<file path="src/rtl/hazard_scoreboard.sv">
// hazard_scoreboard
//   ID-stage hazard detection. It tracks a busy bit per register for
//   in-flight long-latency producers (LOAD/MUL/DIV), the occupancy of the
//   mul/div unit, and the number of outstanding stores for fence.i ordering.
//   It also runs a bubble FSM that holds the pipe for BJ_BUBBLES cycles
//   after a branch/jump is accepted.
//
// Ports
//   clk, rst        clock, asynchronous active-high reset
//   id_*            decoded instruction held in ID
//   wb_valid/addr   per-port writeback clears (port k at wb_addr[k*W +: W])
//   md_done         mul/div result produced
//   st_retire       one store drained to memory
//   flush           pipeline redirect
//   pipe_stall      stall IF/ID
//   raw_risk        RAW/WAW component of the stall
//   sb_full         store count == SB_DEPTH
//   busy_vec        scoreboard state (debug)
//
// Optional: define STALL_PERF_CNT_EN to add the saturating 32-bit counters
//   perf_raw_cnt, perf_struct_cnt and perf_bj_cnt.
//
// BJ FSM states
//   state  | meaning
//   IDLE   | no branch bubble pending
//   BUBBLE | holding stall; bj_cnt_q counts the remaining cycles minus one
module hazard_scoreboard #(
  parameter int RF_ADDR_WIDTH = 5,
  parameter int NUM_WB        = 2,
  parameter int SB_DEPTH      = 4,
  parameter int BJ_BUBBLES    = 1
) (
  input  logic                              clk,
  input  logic                              rst,
  input  logic                              id_valid,
  input  logic                              id_rs1_used,
  input  logic                              id_rs2_used,
  input  logic [RF_ADDR_WIDTH-1:0]          id_rs1,
  input  logic [RF_ADDR_WIDTH-1:0]          id_rs2,
  input  logic [RF_ADDR_WIDTH-1:0]          id_rd,
  input  logic                              id_rd_wen,
  input  logic [1:0]                        id_cls,
  input  logic                              id_is_bj,
  input  logic                              id_is_store,
  input  logic                              id_is_fence_i,
  input  logic [NUM_WB-1:0]                 wb_valid,
  input  logic [NUM_WB*RF_ADDR_WIDTH-1:0]   wb_addr,
  input  logic                              md_done,
  input  logic                              st_retire,
  input  logic                              flush,
  output logic                              pipe_stall,
  output logic                              raw_risk,
  output logic                              sb_full,
  output logic [2**RF_ADDR_WIDTH-1:0]       busy_vec
`ifdef STALL_PERF_CNT_EN
  ,
  output logic [31:0]                       perf_raw_cnt,
  output logic [31:0]                       perf_struct_cnt,
  output logic [31:0]                       perf_bj_cnt
`endif
);

  localparam int NUM_REGS  = 2**RF_ADDR_WIDTH;
  localparam int CNT_W     = $clog2(SB_DEPTH + 1);
  localparam int BJ_LOAD_I = (BJ_BUBBLES > 0) ? BJ_BUBBLES - 1 : 0;
  localparam logic [CNT_W-1:0] SB_FULL_VAL = CNT_W'(SB_DEPTH);
  localparam logic [3:0]       BJ_LOAD     = 4'(BJ_LOAD_I);

  localparam logic [1:0] CLS_ALU = 2'd0;
  localparam logic [1:0] CLS_MUL = 2'd2;
  localparam logic [1:0] CLS_DIV = 2'd3;

  typedef enum logic {IDLE, BUBBLE} bj_state_t;

  bj_state_t            state_q, state_d;
  logic [3:0]           bj_cnt_q, bj_cnt_d;
  logic [NUM_REGS-1:0]  busy_q, busy_d, set_mask, clr_mask;
  logic [CNT_W-1:0]     st_cnt_q, st_cnt_d;
  logic                 md_busy_q, md_busy_d;
  logic                 is_md, md_struct, st_struct, fence_stall, accept;
  logic                 st_inc, st_dec;

  assign is_md       = (id_cls == CLS_MUL) || (id_cls == CLS_DIV);
  assign sb_full     = (st_cnt_q == SB_FULL_VAL);
  assign busy_vec    = busy_q;

  // busy_q[0] is held at zero, so an x0 operand never raises a hazard.
  assign raw_risk    = id_valid & ((id_rs1_used & busy_q[id_rs1]) |
                                   (id_rs2_used & busy_q[id_rs2]) |
                                   (id_rd_wen   & busy_q[id_rd]));
  assign md_struct   = id_valid & is_md & md_busy_q;
  assign st_struct   = id_valid & id_is_store & sb_full;
  assign fence_stall = id_valid & id_is_fence_i & (st_cnt_q != '0);
  assign pipe_stall  = raw_risk | md_struct | st_struct | fence_stall |
                       (state_q == BUBBLE);
  assign accept      = id_valid & ~pipe_stall & ~flush;

  // Clears are applied first so a same-cycle set of the same register wins.
  always_comb begin
    clr_mask = '0;
    set_mask = '0;
    for (int k = 0; k < NUM_WB; k++) begin
      if (wb_valid[k]) clr_mask[wb_addr[k*RF_ADDR_WIDTH +: RF_ADDR_WIDTH]] = 1'b1;
    end
    if (accept && id_rd_wen && (id_cls != CLS_ALU) && (id_rd != '0))
      set_mask[id_rd] = 1'b1;
    busy_d    = (busy_q & ~clr_mask) | set_mask;
    busy_d[0] = 1'b0;
  end

  always_comb begin
    md_busy_d = md_busy_q;
    if (accept && is_md)  md_busy_d = 1'b1;
    else if (md_done)     md_busy_d = 1'b0;
  end

  // A retire with nothing outstanding is dropped so the count cannot wrap.
  assign st_inc = accept & id_is_store;
  assign st_dec = st_retire & (st_cnt_q != '0);

  always_comb begin
    st_cnt_d = st_cnt_q;
    if (st_inc && !st_dec)      st_cnt_d = st_cnt_q + 1'b1;
    else if (!st_inc && st_dec) st_cnt_d = st_cnt_q - 1'b1;
  end

  always_comb begin
    state_d  = state_q;
    bj_cnt_d = bj_cnt_q;
    case (state_q)
      IDLE: begin
        if (accept && id_is_bj && (BJ_BUBBLES != 0)) begin
          state_d  = BUBBLE;
          bj_cnt_d = BJ_LOAD;
        end
      end
      BUBBLE: begin
        if (bj_cnt_q == '0) state_d  = IDLE;
        else                bj_cnt_d = bj_cnt_q - 1'b1;
      end
      default: state_d = IDLE;
    endcase
    if (flush) begin
      state_d  = IDLE;
      bj_cnt_d = '0;
    end
  end

  always_ff @(posedge clk or posedge rst) begin
    if (rst) begin
      state_q   <= IDLE;
      bj_cnt_q  <= '0;
      busy_q    <= '0;
      st_cnt_q  <= '0;
      md_busy_q <= 1'b0;
    end else begin
      state_q   <= state_d;
      bj_cnt_q  <= bj_cnt_d;
      busy_q    <= busy_d;
      st_cnt_q  <= st_cnt_d;
      md_busy_q <= md_busy_d;
    end
  end

`ifdef STALL_PERF_CNT_EN
  // Causes may overlap; each counter sees only its own cause.
  always_ff @(posedge clk or posedge rst) begin
    if (rst) begin
      perf_raw_cnt    <= '0;
      perf_struct_cnt <= '0;
      perf_bj_cnt     <= '0;
    end else begin
      if (raw_risk && (perf_raw_cnt != '1))
        perf_raw_cnt <= perf_raw_cnt + 32'd1;
      if ((md_struct || st_struct || fence_stall) && (perf_struct_cnt != '1))
        perf_struct_cnt <= perf_struct_cnt + 32'd1;
      if ((state_q == BUBBLE) && (perf_bj_cnt != '1))
        perf_bj_cnt <= perf_bj_cnt + 32'd1;
    end
  end
`endif

endmodule

</file>
<file path="config.mk">
export PLATFORM = sky130hd
export DESIGN_NAME = hazard_scoreboard
export DESIGN_NICKNAME = d
export VERILOG_FILES = /design/src/rtl/hazard_scoreboard.sv
export SDC_FILE = /design/constraint.sdc
export NUM_CORES = 1
export LEC_CHECK = 0
export ABC_AREA = 1
export BUFFER_PORTS_ARGS = -buffer_cell sky130_fd_sc_hd__clkbuf_2
export CORE_UTILIZATION = 24
export DETAILED_ROUTE_END_ITERATION = 10
export PLACE_DENSITY_LB_ADDON = 0.3
export REMOVE_ABC_BUFFERS = 1
export SYNTH_ARGS = -nofsm -noshare
export SYNTH_HDL_FRONTEND = slang
export SYNTH_SLANG_ARGS = --single-unit
</file>
<file path="constraint.sdc">
create_clock -name clk -period 2.1 [get_ports clk]
set_input_delay 0.42 -clock clk [delete_from_list [all_inputs] [get_ports clk]]
set_output_delay 0.42 -clock clk [all_outputs]
set_load 0.01 [all_outputs]
</file>
# After elaboration in Yosys (flattened, before gate mapping)
# Index checks and enable logic that the tools add are counted.
# op_classes
n_addsub,3
order_cmp,8
eq_ne,5
n_mux,27
bitwise_logic,27
n_reduce_logical,20
# op_table
operator,count
32-bit 2-to-1 mux,3
32-bit bitwise OR,2
32-bit bitwise AND,1
32-bit inverter,1
5-bit by 6-bit less-than comparator with 1-bit output (second input constant),5
1-bit binary-select mux with 5-bit select,3
1-bit demux with 5-bit select,3
5-bit by 1-bit greater-or-equal comparator with 1-bit output (second input constant),3
1-bit bitwise AND,14
4-bit 2-to-1 mux,3
1-bit 2-to-1 mux,11
1-bit logical AND,10
4-bit one-hot mux with 2 select lines,1
3-bit 2-to-1 mux,2
3-bit inequality test (second input constant),2
1-bit bitwise OR,6
2-bit nonzero test,3
5-bit nonzero test,1
2-bit equality test (second input constant),2
4-bit logical NOT,1
4-bit by 1-bit subtractor with 4-bit output (second input constant),1
3-bit by 1-bit adder with 3-bit output (second input constant),1
3-bit equality test (second input constant),1
1-bit inverter,3
other kinds (6),7
# totals
reg_bits,40
wordCells,95

# Longest topological paths before layout
# Gate-level depths: netlist of run 1.
# logic_depth
depth_word,18
ltp_mapped,20
depth_no_buf,19

# Least setup slack after synthesis of run 1
# OpenSTA, ideal clock, no wires.
# synth_path
path_type,in2reg
from,input port id_rd[1]
to,register st_cnt_q[2]
setup_ps,131
arrival_ps,2425
required_ps,1969
setup_slack_ps,-456
path_stages,20
path_cell_list,buf_4 inv_4 nor2_4 a21oi_1 nand2_1 nand2_1 nand2_1 nor2_1 nand2_1 nand2_1 nand3_1 nand2_2 nand3_2 nor2_1 ha_1 inv_1 fa_1 a21oi_1 o21ai_0 xor2_1
# synth_via
elab_chain_len,16
elab_cells_between_ends,18
cone_classes,mux: 3; bitwise: 11; reduce/logical: 4
# synth_rtl
item,line,text
start: declaration,40,"input logic [RF_ADDR_WIDTH-1:0] id_rd,"
1-bit binary-select mux with 5-bit select *,90,(id_rd_wen & busy_q[id_rd]));
1-bit 2-to-1 mux (not written as such) *,90,
1-bit bitwise AND *,90,
1-bit bitwise OR *,89,(id_rs2_used & busy_q[id_rs2]) |
1-bit bitwise AND *,88,assign raw_risk = id_valid & ((id_rs1_used & busy_q[id_rs1]) |
1-bit bitwise OR * (4 in series),94,assign pipe_stall = raw_risk | md_struct | st_struct | fence_stall |
1-bit inverter *,96,assign accept = id_valid & ~pipe_stall & ~flush;
1-bit bitwise AND * (2 in series),96,
1-bit bitwise AND *,118,assign st_inc = accept & id_is_store;
1-bit logical NOT,124,else if (!st_inc && st_dec) st_cnt_d = st_cnt_q - 1'b1;
1-bit logical AND,124,
2-bit nonzero test (no source line),-,
end signal: assignment,160,st_cnt_q <= st_cnt_d;
end: declaration,78,"logic [CNT_W-1:0] st_cnt_q, st_cnt_d;"
# Mark *: on every way between the ends. The rest lies on a longest branch, timed or not. The select of a mux whose other input is x is not followed.
# A chain may end at the register's enable or synchronous reset.

# Worst setup path in the final report of run 1
# layout_path
from,"register busy_q[12], in the netlist busy_vec[12]"
to,register st_cnt_q[1]
# layout_via
elab_cells_between_ends,25
cone_classes,mux: 7; bitwise: 14; reduce/logical: 4
# layout_lines
item,line,text
start: declaration,77,"logic [NUM_REGS-1:0] busy_q, busy_d, set_mask, clr_mask;"
start signal: assignment,159,busy_q <= busy_d;
1-bit binary-select mux with 5-bit select (on tied branches),"88, 89",
1-bit 2-to-1 mux (on tied branches),"88, 89",
1-bit bitwise AND (on tied branches),"88, 89",
1-bit bitwise OR,88,
1-bit bitwise OR *,89,
1-bit bitwise AND *,88,
1-bit bitwise OR * (4 in series),94,
1-bit inverter *,96,
1-bit bitwise AND * (2 in series),96,
1-bit bitwise AND *,118,
1-bit logical AND *,123,if (st_inc && !st_dec) st_cnt_d = st_cnt_q + 1'b1;
3-bit 2-to-1 mux *,123,
named net st_cnt_d[1],78,
# Mark *: on every way through the listed nets, which the timed path passes. The rest lies on a longest branch. The select of a mux whose other input is x is not followed.

==> impl_metrics.tcl, run 1 <==
set metrics [dict create \
    status "complete, but fails checks" \
    violations "negative setup slack" \
    p_switching_mw 1.38 \
    placementRows 43 \
    cts_buffers 5 \
    seq_area_frac_synth_pct 29.2 \
    cts_hold_buf 0 \
    synth_commonest_cells "nand2_1 (179), nand3_1 (63), inv_1 (60)" \
    synth_area_leaders "dfrtp_1 (29%), nand2_1 (20%), nand3_1 (9.2%)" \
    dieArea_mm2 0.0148 \
    gp_congestion 1.01 \
    numClockSinks 40 \
    synthSimpleGateAreaFrac_pct 38.1 \
    synth_fa_ha_area_share_pct 1.68 \
    grt_pass1_wl_um 23600 \
    critPathLaunch "busy_vec[12]" \
    min_path_type "in -> async" \
    cts_root_buffer "clkbuf_16" \
    synth_cells 516 \
    hold_viol_final 0 \
    synth_top_cell_by_area "dfrtp_1" \
    crit_type "reg -> reg" \
    fin_ws_ns -0.341 \
    num_vias 4486 \
    required_ns 2.27 \
    cap_violations 0 \
    tightestPinTransition_ns 0.708 \
    vdd.ir_drop.worst_mv 0.289 \
    synth-async-reset-ratio_pct 100 \
    htree_levels 2 \
    slew_headroom_pct 52.4 \
    seqPwrFrac_pct 28.5 \
    avgSynthCellArea_um2 6.65 \
    synth_xor_area_share_pct 0.511 \
    wl_per_cell_um 17.0 \
    synth_cell_type_count 30 \
    synth_top_family_by_area "simple AND/OR/NAND/NOR gates" \
    crit_fanout 3 \
    cp_data_arrival_time_ns 2.62 \
    total_power_mw 3.80 \
    synth.most_common_cell "nand2_1" \
    vias_per_cell 4.95 \
    hpwlAfterDp_um 11100 \
    fin_util_pct 38.5 \
    io_buffers 74 \
    ys.flop_type "dfrtp_1" \
    cts_tree "done" \
    antenna_left 0 \
    timing.final.crit_share_pct 116 \
    drv_slew 0 \
    grt_setup_unrepaired "yes" \
    critPathCaptureType "register" \
    p_per_area_mw_per_mm2 708 \
    drc 0 \
    fin_nets 770 \
    setup_viol 38 \
    r2r-start "busy_vec[12]" \
    clockBufferDepth 2 \
    synth-compound-area-share_pct 19.6 \
    start_kind "register" \
    syn2layout_area_growth_pct 56.6 \
    synth_top_area_share_pct 29.2 \
    synth-seq-cells 40 \
    fin_tns_setup_ns -3.52 \
    antenna_found_initial 0 \
    path_clk_slew_ns 0.06 \
    netlist_area_mm2 0.00343 \
    grt-ovfl-total 0 \
    layout-drive-gt1-share_pct 41.0 \
    core_mm2 0.0139 \
    grt_use_total_pct 21.5 \
    skew_ns 0.00652 \
    routed_wl_um 15400 \
    pwr-share-clk_pct 21.0 \
    synth-edff-count 0 \
    p_leak_nw 2.72 \
    ys.warnings.count 0 \
    clock.fmax_mhz 410 \
    die_x_um 122 \
    ios 76 \
    swShare_pct 36.4 \
    drt-initial-drc-count 311 \
    synthMuxAreaShare_pct 0.328 \
    pwr-share-comb_pct 50.5 \
    drt_pre_antenna_iters 4 \
    grt_max_degree 41 \
    die_h_um 122 \
    layout_min_cycle_time_ns 2.44 \
    antenna_cells 0 \
    clk_latency_ns 0.29 \
    intPower_mw 2.42 \
    start_util_pct 24.6 \
    grt_pass1_vias 4299 \
]
## power groups by stage
stage | sequential, mW | clock [mW] | combinational [mW]
3_3_place_gp | 1.10 | 0 | 1.58
5_1_grt | 1.10 | 0.850 | 2.10
2_1_floorplan | 1.12 | 0 | 0.670
3_5_place_dp | 1.10 | 0 | 1.60
6_report | 1.08 | 0.798 | 1.92
4_1_cts | 1.08 | 0.814 | 1.74
## through the flow
stage | cell area, um^2 | std cells | hold slack (ns) | setup WS, ns
CTS | 5130 | 886 | 0.279 | -0.353
global placement | 4800 | 866 | 0.488 | -0.768
finish | 5370 | 906 | 0.251 | -0.341
floorplan | 3320 | 501 | 0.465 | -0.303
global route | 5370 | 906 | 0.307 | -0.486
detailed placement | 4800 | 866 | 0.492 | -0.757
## cells in the final DEF (no fill, tap or decap), types with 4 or more instances in the layout
cell type    n
buf_12       4
nand3_1     61
inv_2       16
o21ai_2     31
inv_1       49
clkbuf_2    72
buf_4      133
dfrtp_1     37
nand2_1    173
o21ai_1      7
o21ai_0     16
a221o_1     24
nand2_2      8
nor2_1      15
clkbuf_16    7
nor3_1      30
## timing repair
item	CTS	global route
pin swaps	6	6
endpoints found under the setup margin	5	41
cloned	2	1
resized for setup	22	31
setup buffers	10	19
## area by class of cell
type | count | area, um^2
Fill cell | 1441 | 8560
Multi-Input combinational cell | 395 | 2160
Timing Repair Buffer | 217 | 1590
Sequential cell | 40 | 1000
Inverter | 66 | 253
Tap cell | 180 | 225
Clock buffer | 8 | 146
## worst max-delay path, cell delays in order, from the launching register on
cell	delay, ns
dfrtp_1	0.42
inv_1	0.13
o21ai_0	0.09
nand2_1	0.06
nand2_1	0.04
nand2_1	0.08
nand2_2	0.06
nor2_1	0.09
nand2_1	0.06
nand2_1	0.07
nand3_2	0.09
nand2_2	0.10
nand3_4	0.08
nor2_4	0.11
ha_4	0.13
inv_2	0.03
fa_2	0.40
mux2_4	0.28
## cells by family after synthesis
kind of cell / count (synthesis)
AND/OR/NAND/NOR: 301
AO/OA/AOI/OAI: 86
buffers and inverters: 81
flip-flops: 40
adder cells (fa/ha/maj): 4
XOR/XNOR: 2
other: 1
multiplexers: 1
## layer usage
metal  global-route usage (%)  part of all wire, %
met5                        0                    0
met3                     2.72                  8.0
met2                     34.0                   44
met1                     28.6                   42
met4                     11.3                  5.2
## sequential cells by signal, indices dropped and copies added, names as in the netlist
register and flops:
bj_cnt_q 4, busy_vec 31, st_cnt_q 3, md_busy_q 1, state_q 1
## worst paths after layout
kind / slack, ns / depth (start not counted) / end
worst min-delay path: 0.25 / 3 / st_cnt_q[2]
min in group clk: 0.33 / 2 / md_busy_q
worst max register to register: -0.34 / 17 / st_cnt_q[1]
max in group asynchronous: 1.43 / 3 / busy_vec[27]
worst min register to register: 0.51 / 2 / bj_cnt_q[1]
worst max-delay path: -0.34 / 17 / st_cnt_q[1]
(Power assumes the default switching activity.)
==> run 2: changes to the inputs <==
- CORE_UTILIZATION: 24 -> 50
==> impl_metrics.tcl, run 2 (synthesis gave the netlist of run 1 again) <==
set metrics [dict create \
    drt_pre_antenna_iters 11 \
    p_leak_nw 2.52 \
    cts_root_buffer "clkbuf_8" \
    die_x_um 84.8 \
    clockBufferDepth 2 \
    gp_congestion 1.02 \
    endpoint "pipe_stall" \
    p_per_area_mw_per_mm2 689 \
    cts_hold_buf 0 \
    ios 76 \
    die_h_um 84.8 \
    grt-ovfl-total 0 \
    htree_levels 2 \
    cpMostUsedCell "nand3_1" \
    total_power_mw 3.43 \
    layout_common_cells "nand2_1 (176), buf_4 (91), clkbuf_2 (70)" \
    slowest_stage "dfrtp_1" \
    setup_viol 40 \
    setup.reg_to_reg.worst_slack_ns -0.46 \
    tightestPinTransition_ns 1.16 \
    clk_latency_ns 0.32 \
    drc 8 \
    hold_viol_final 0 \
    slew_headroom_pct 21.8 \
    cp_top_family "simple AND/OR/NAND/NOR gates" \
    hpwlAfterDp_um 9120 \
    wl_per_cell_um 18.7 \
    finalInstanceArea_mm2 0.00497 \
    fin_nets 734 \
    critPathLaunch "busy_vec[16]" \
    skew_ns 0.00726 \
    routed_wl_um 14400 \
    core_mm2 0.00649 \
    largest_reg_flops 31 \
    grt_pass1_wl_um 19500 \
    status "complete, but fails checks" \
    min_path_type "in -> async" \
    required_ns 1.68 \
    placementRows 29 \
    layout_min_cycle_time_ns 2.56 \
    rr_worst_depth 17 \
    drt-initial-drc-count 719 \
    numClockSinks 40 \
    syn2layout_area_growth_pct 45.1 \
    violations "design-rule violations, negative setup slack" \
    crit_type "reg -> out" \
    r2r-start "busy_vec[17]" \
    fin_util_pct 76.6 \
    critPathCaptureType "output port" \
    fin_ws_ns -0.464 \
    cp_data_arrival_time_ns 2.14 \
    path_clk_slew_ns 0.09 \
    crit_fanout 3 \
    grt_setup_unrepaired "yes" \
    start_kind "register" \
    drv_slew 0 \
    max_stage_delay_ns 0.43 \
    grt_pass1_vias 4105 \
    dieArea_mm2 0.00719 \
    final_common_cell "nand2_1" \
    dp.cells 725 \
    cts_tree "done" \
    cap_violations 0 \
    layout-drive-gt1-share_pct 38.8 \
    r2r_end "st_cnt_q[2]" \
    timing.final.crit_share_pct 122 \
    cts_buffers 5 \
    path_depth 13 \
    antenna_found_initial 0 \
    vias_per_cell 6.25 \
    antenna_cells 0 \
    num_vias 4797 \
    start_util_pct 52.8 \
    grt_use_total_pct 35.1 \
    antenna_left 0 \
    path_cells "inv_2 -> o21ai_0 -> nand2_1 -> nand3_1 -> nand3_1 -> nand3_1 -> nand3_1 -> nand3_2 -> nand2_2 -> buf_4 -> buf_4 -> nand2_1 -> buf_2" \
    grt_max_degree 41 \
    cp_num_buf_inv 4 \
    instances_no_fill 767 \
    dpl_cell_area_mm2 0.00437 \
    io_buffers 74 \
    vdd.ir_drop.worst_mv 0.397 \
    clock.fmax_mhz 390 \
]
==> run 2: how the worst min path moves through the flow <==
| stage | cells past startpoint | slack, ns | endpoint |
|---|---|---|---|
| floorplan | 2 | 0.46 | bj_cnt_q[1] |
| global placement | 2 | 0.48 | bj_cnt_q[0] |
| detailed placement | 2 | 0.49 | bj_cnt_q[0] |
| CTS | 3 | 0.23 | bj_cnt_q[3] |
| global route | 3 | 0.26 | bj_cnt_q[3] |
| finish | 3 | 0.20 | busy_vec[19] |
==> run 2: metal layers <==
metal	up-vias	track usage, %	part of all wire [%]
li1	2075	-	-
met1	2174	46.7	36
met2	445	54.9	44
met3	103	9.24	14
met4	0	13.9	5.1
met5	-	0	0
==> run 2: per-stage QoR <==
step                setup TNS, ns  hold WS (ns)  setup WS [ns]
CTS                        -0.968         0.234         -0.354
floorplan                  -0.577         0.465         -0.303
finish                      -8.70         0.199         -0.464
global placement            -8.98         0.484         -0.707
detailed placement         -10.04         0.494         -0.777
global route               -11.82         0.258         -0.581
==> run 2: worst register-to-register path, delay by kind of cell, from the launching register on <==
family / cells / cell delay (ns)
AND/OR/NAND/NOR: 10 / 0.99
adder cells (fa/ha/maj): 2 / 0.48
flip-flops: 1 / 0.48
AO/OA/AOI/OAI: 3 / 0.32
XOR/XNOR: 1 / 0.14
buffers and inverters: 1 / 0.04
==> run 2: cell type report <==
| type | instances | area [um^2] |
|---|---|---|
| Clock buffer | 5 | 68.8 |
| Inverter | 66 | 255 |
| Fill cell | 446 | 1520 |
| Timing Repair Buffer | 180 | 1320 |
| Tap cell | 77 | 96.3 |
| Clock inverter | 3 | 18.8 |
| Multi-Input combinational cell | 396 | 2210 |
| Sequential cell | 40 | 1010 |
==> run 2: power breakdown <==
part	switching, mW	internal [mW]	leakage [nW]
logic	0.950	0.850	1.96
clock network	0.307	0.232	0.0479
registers	0.160	0.926	0.511
==> run 2: what timing repair did <==
action,CTS,global route
setup buffers,10,19
gates cloned,0,6
pin swaps,1,6
gates resized for setup,15,62
setup endpoints to repair,33,41
==> run 3: changes to the inputs <==
- CTS_CLUSTER_SIZE: default -> 24
- PLACE_DENSITY: default -> 0.86
- PLACE_DENSITY_LB_ADDON: 0.3 -> default
==> impl_metrics.tcl, run 3 (synthesis gave the netlist of run 1 again) <==
set metrics [dict create \
    min_path_type "in -> async" \
    fin_nets 719 \
    setup_viol 39 \
    timing.final.crit_share_pct 124 \
    setup.reg_to_reg.worst_slack_ns -0.51 \
    syn2layout_area_growth_pct 39.2 \
    cp_data_arrival_time_ns 2.19 \
    path_clk_slew_ns 0.08 \
    grt_pass1_wl_um 20000 \
    layout_common_cells "nand2_1 (176), buf_4 (81), clkbuf_2 (72)" \
    die_h_um 84.8 \
    grt_use_total_pct 36.0 \
    gp_congestion 1.06 \
    p_per_area_mw_per_mm2 711 \
    fin_tns_setup_ns -4.14 \
    clock.fmax_mhz 383 \
    crit_fanout 3 \
    cap_violations 0 \
    critPathCaptureType "output port" \
    grt_setup_unrepaired "yes" \
    r2r_end "st_cnt_q[2]" \
    fin_ws_ns -0.514 \
    vias_per_cell 6.01 \
    fin_util_pct 73.5 \
    cts_root_buffer "clkbuf_8" \
    hold_viol_final 0 \
    violations "design-rule violations, negative setup slack" \
    slew_headroom_pct 8.86 \
    crit_type "reg -> out" \
    skew_ns 0.00672 \
    p_leak_nw 2.42 \
    antenna_left 0 \
    start_kind "register" \
    grt_max_degree 41 \
    routed_wl_um 13300 \
    ios 76 \
    final_common_cell "nand2_1" \
    dp.cells 728 \
    critPathLaunch "busy_vec[4]" \
    instances_no_fill 752 \
    drt-initial-drc-count 540 \
    cts_buffers 5 \
    htree_levels 2 \
    num_vias 4518 \
    grt_pass1_vias 4088 \
    status "complete, but fails checks" \
    required_ns 1.68 \
    dieArea_mm2 0.00719 \
    endpoint "pipe_stall" \
    drc 4 \
    die_x_um 84.8 \
    grt-ovfl-total 0 \
    largest_reg_flops 31 \
    io_buffers 74 \
    cts_hold_buf 0 \
    antenna_found_initial 0 \
    vdd.ir_drop.worst_mv 0.423 \
    clk_latency_ns 0.31 \
    clockBufferDepth 2 \
    layout_min_cycle_time_ns 2.61 \
    rr_worst_depth 17 \
    antenna_cells 0 \
    numClockSinks 40 \
    layout-drive-gt1-share_pct 37.0 \
    tightestPinTransition_ns 1.36 \
    placementRows 29 \
    cts_tree "done" \
    start_util_pct 52.8 \
    hpwlAfterDp_um 9480 \
    wl_per_cell_um 17.7 \
    drv_slew 0 \
    drt_pre_antenna_iters 11 \
    core_mm2 0.00649 \
    r2r-start "busy_vec[3]" \
]
==> run 3: timing repair <==
action                                  CTS  global route
pin swaps                                 3            13
endpoints found under the setup margin   15            39
gates resized for setup                  16            47
setup buffers                             3            12
gates cloned                              0             1
==> run 3: critical path: stages, from the launching register on <==
cell     delay [ns]
dfrtp_1        0.44
inv_2          0.10
o21ai_2        0.15
nand2_1        0.07
nand2_1        0.07
nand2_1        0.05
nand2_1        0.07
nor2_1         0.04
nand2_1        0.06
nand2_2        0.06
nand3_2        0.08
nand2_2        0.07
buf_4          0.14
buf_6          0.10
buf_6          0.10
buf_6          0.10
nand2_1        0.06
buf_2          0.12
==> run 3: worst min-delay path by stage <==
stage / slack (ns) / to / startpoint
after floorplan: 0.46 / bj_cnt_q[1] / bj_cnt_q[1]
after global placement: 0.48 / bj_cnt_q[1] / bj_cnt_q[1]
after detailed placement: 0.49 / bj_cnt_q[1] / bj_cnt_q[1]
after CTS: 0.24 / st_cnt_q[0] / rst
after global routing: 0.28 / md_busy_q / rst
final: 0.22 / st_cnt_q[0] / rst
==> run 3: power breakdown <==
part	total (mW)	internal (mW)	leakage [nW]	switching [mW]
Clock	0.549	0.232	0.0479	0.317
Combinational	1.75	0.831	1.86	0.917
Sequential	1.10	0.926	0.515	0.171
Total	3.40	1.99	2.42	1.41
==> run 3: final cells by class <==
class,instances,area [um^2]
clock inverters,3,18.8
well taps,77,96.3
fillers,507,1720
multi-input cells,395,2180
repair buffers,166,1150
inverters,66,253
flip-flops and latches,40,1010
clock buffers,5,68.8
==> run 3: per-stage QoR <==
step           power (mW)  hold WS [ns]  setup WS (ns)  area [um^2]
3_5_place_dp         2.55         0.491         -0.807         4390
5_1_grt              3.56         0.284         -0.658         4770
6_report             3.40         0.222         -0.514         4770
4_1_cts              3.13         0.244         -0.405         4520
3_3_place_gp         2.50         0.482         -0.677         4390
2_1_floorplan        1.79         0.465         -0.303         3320
==> run 3: layer usage <==
layer	share of wire, %	GRT usage (%)	wire [um]
met4	3.9	16.8	518
met3	14	8.66	1860
met1	37	47.2	4910
met2	45	56.4	6030
met5	0	0	0
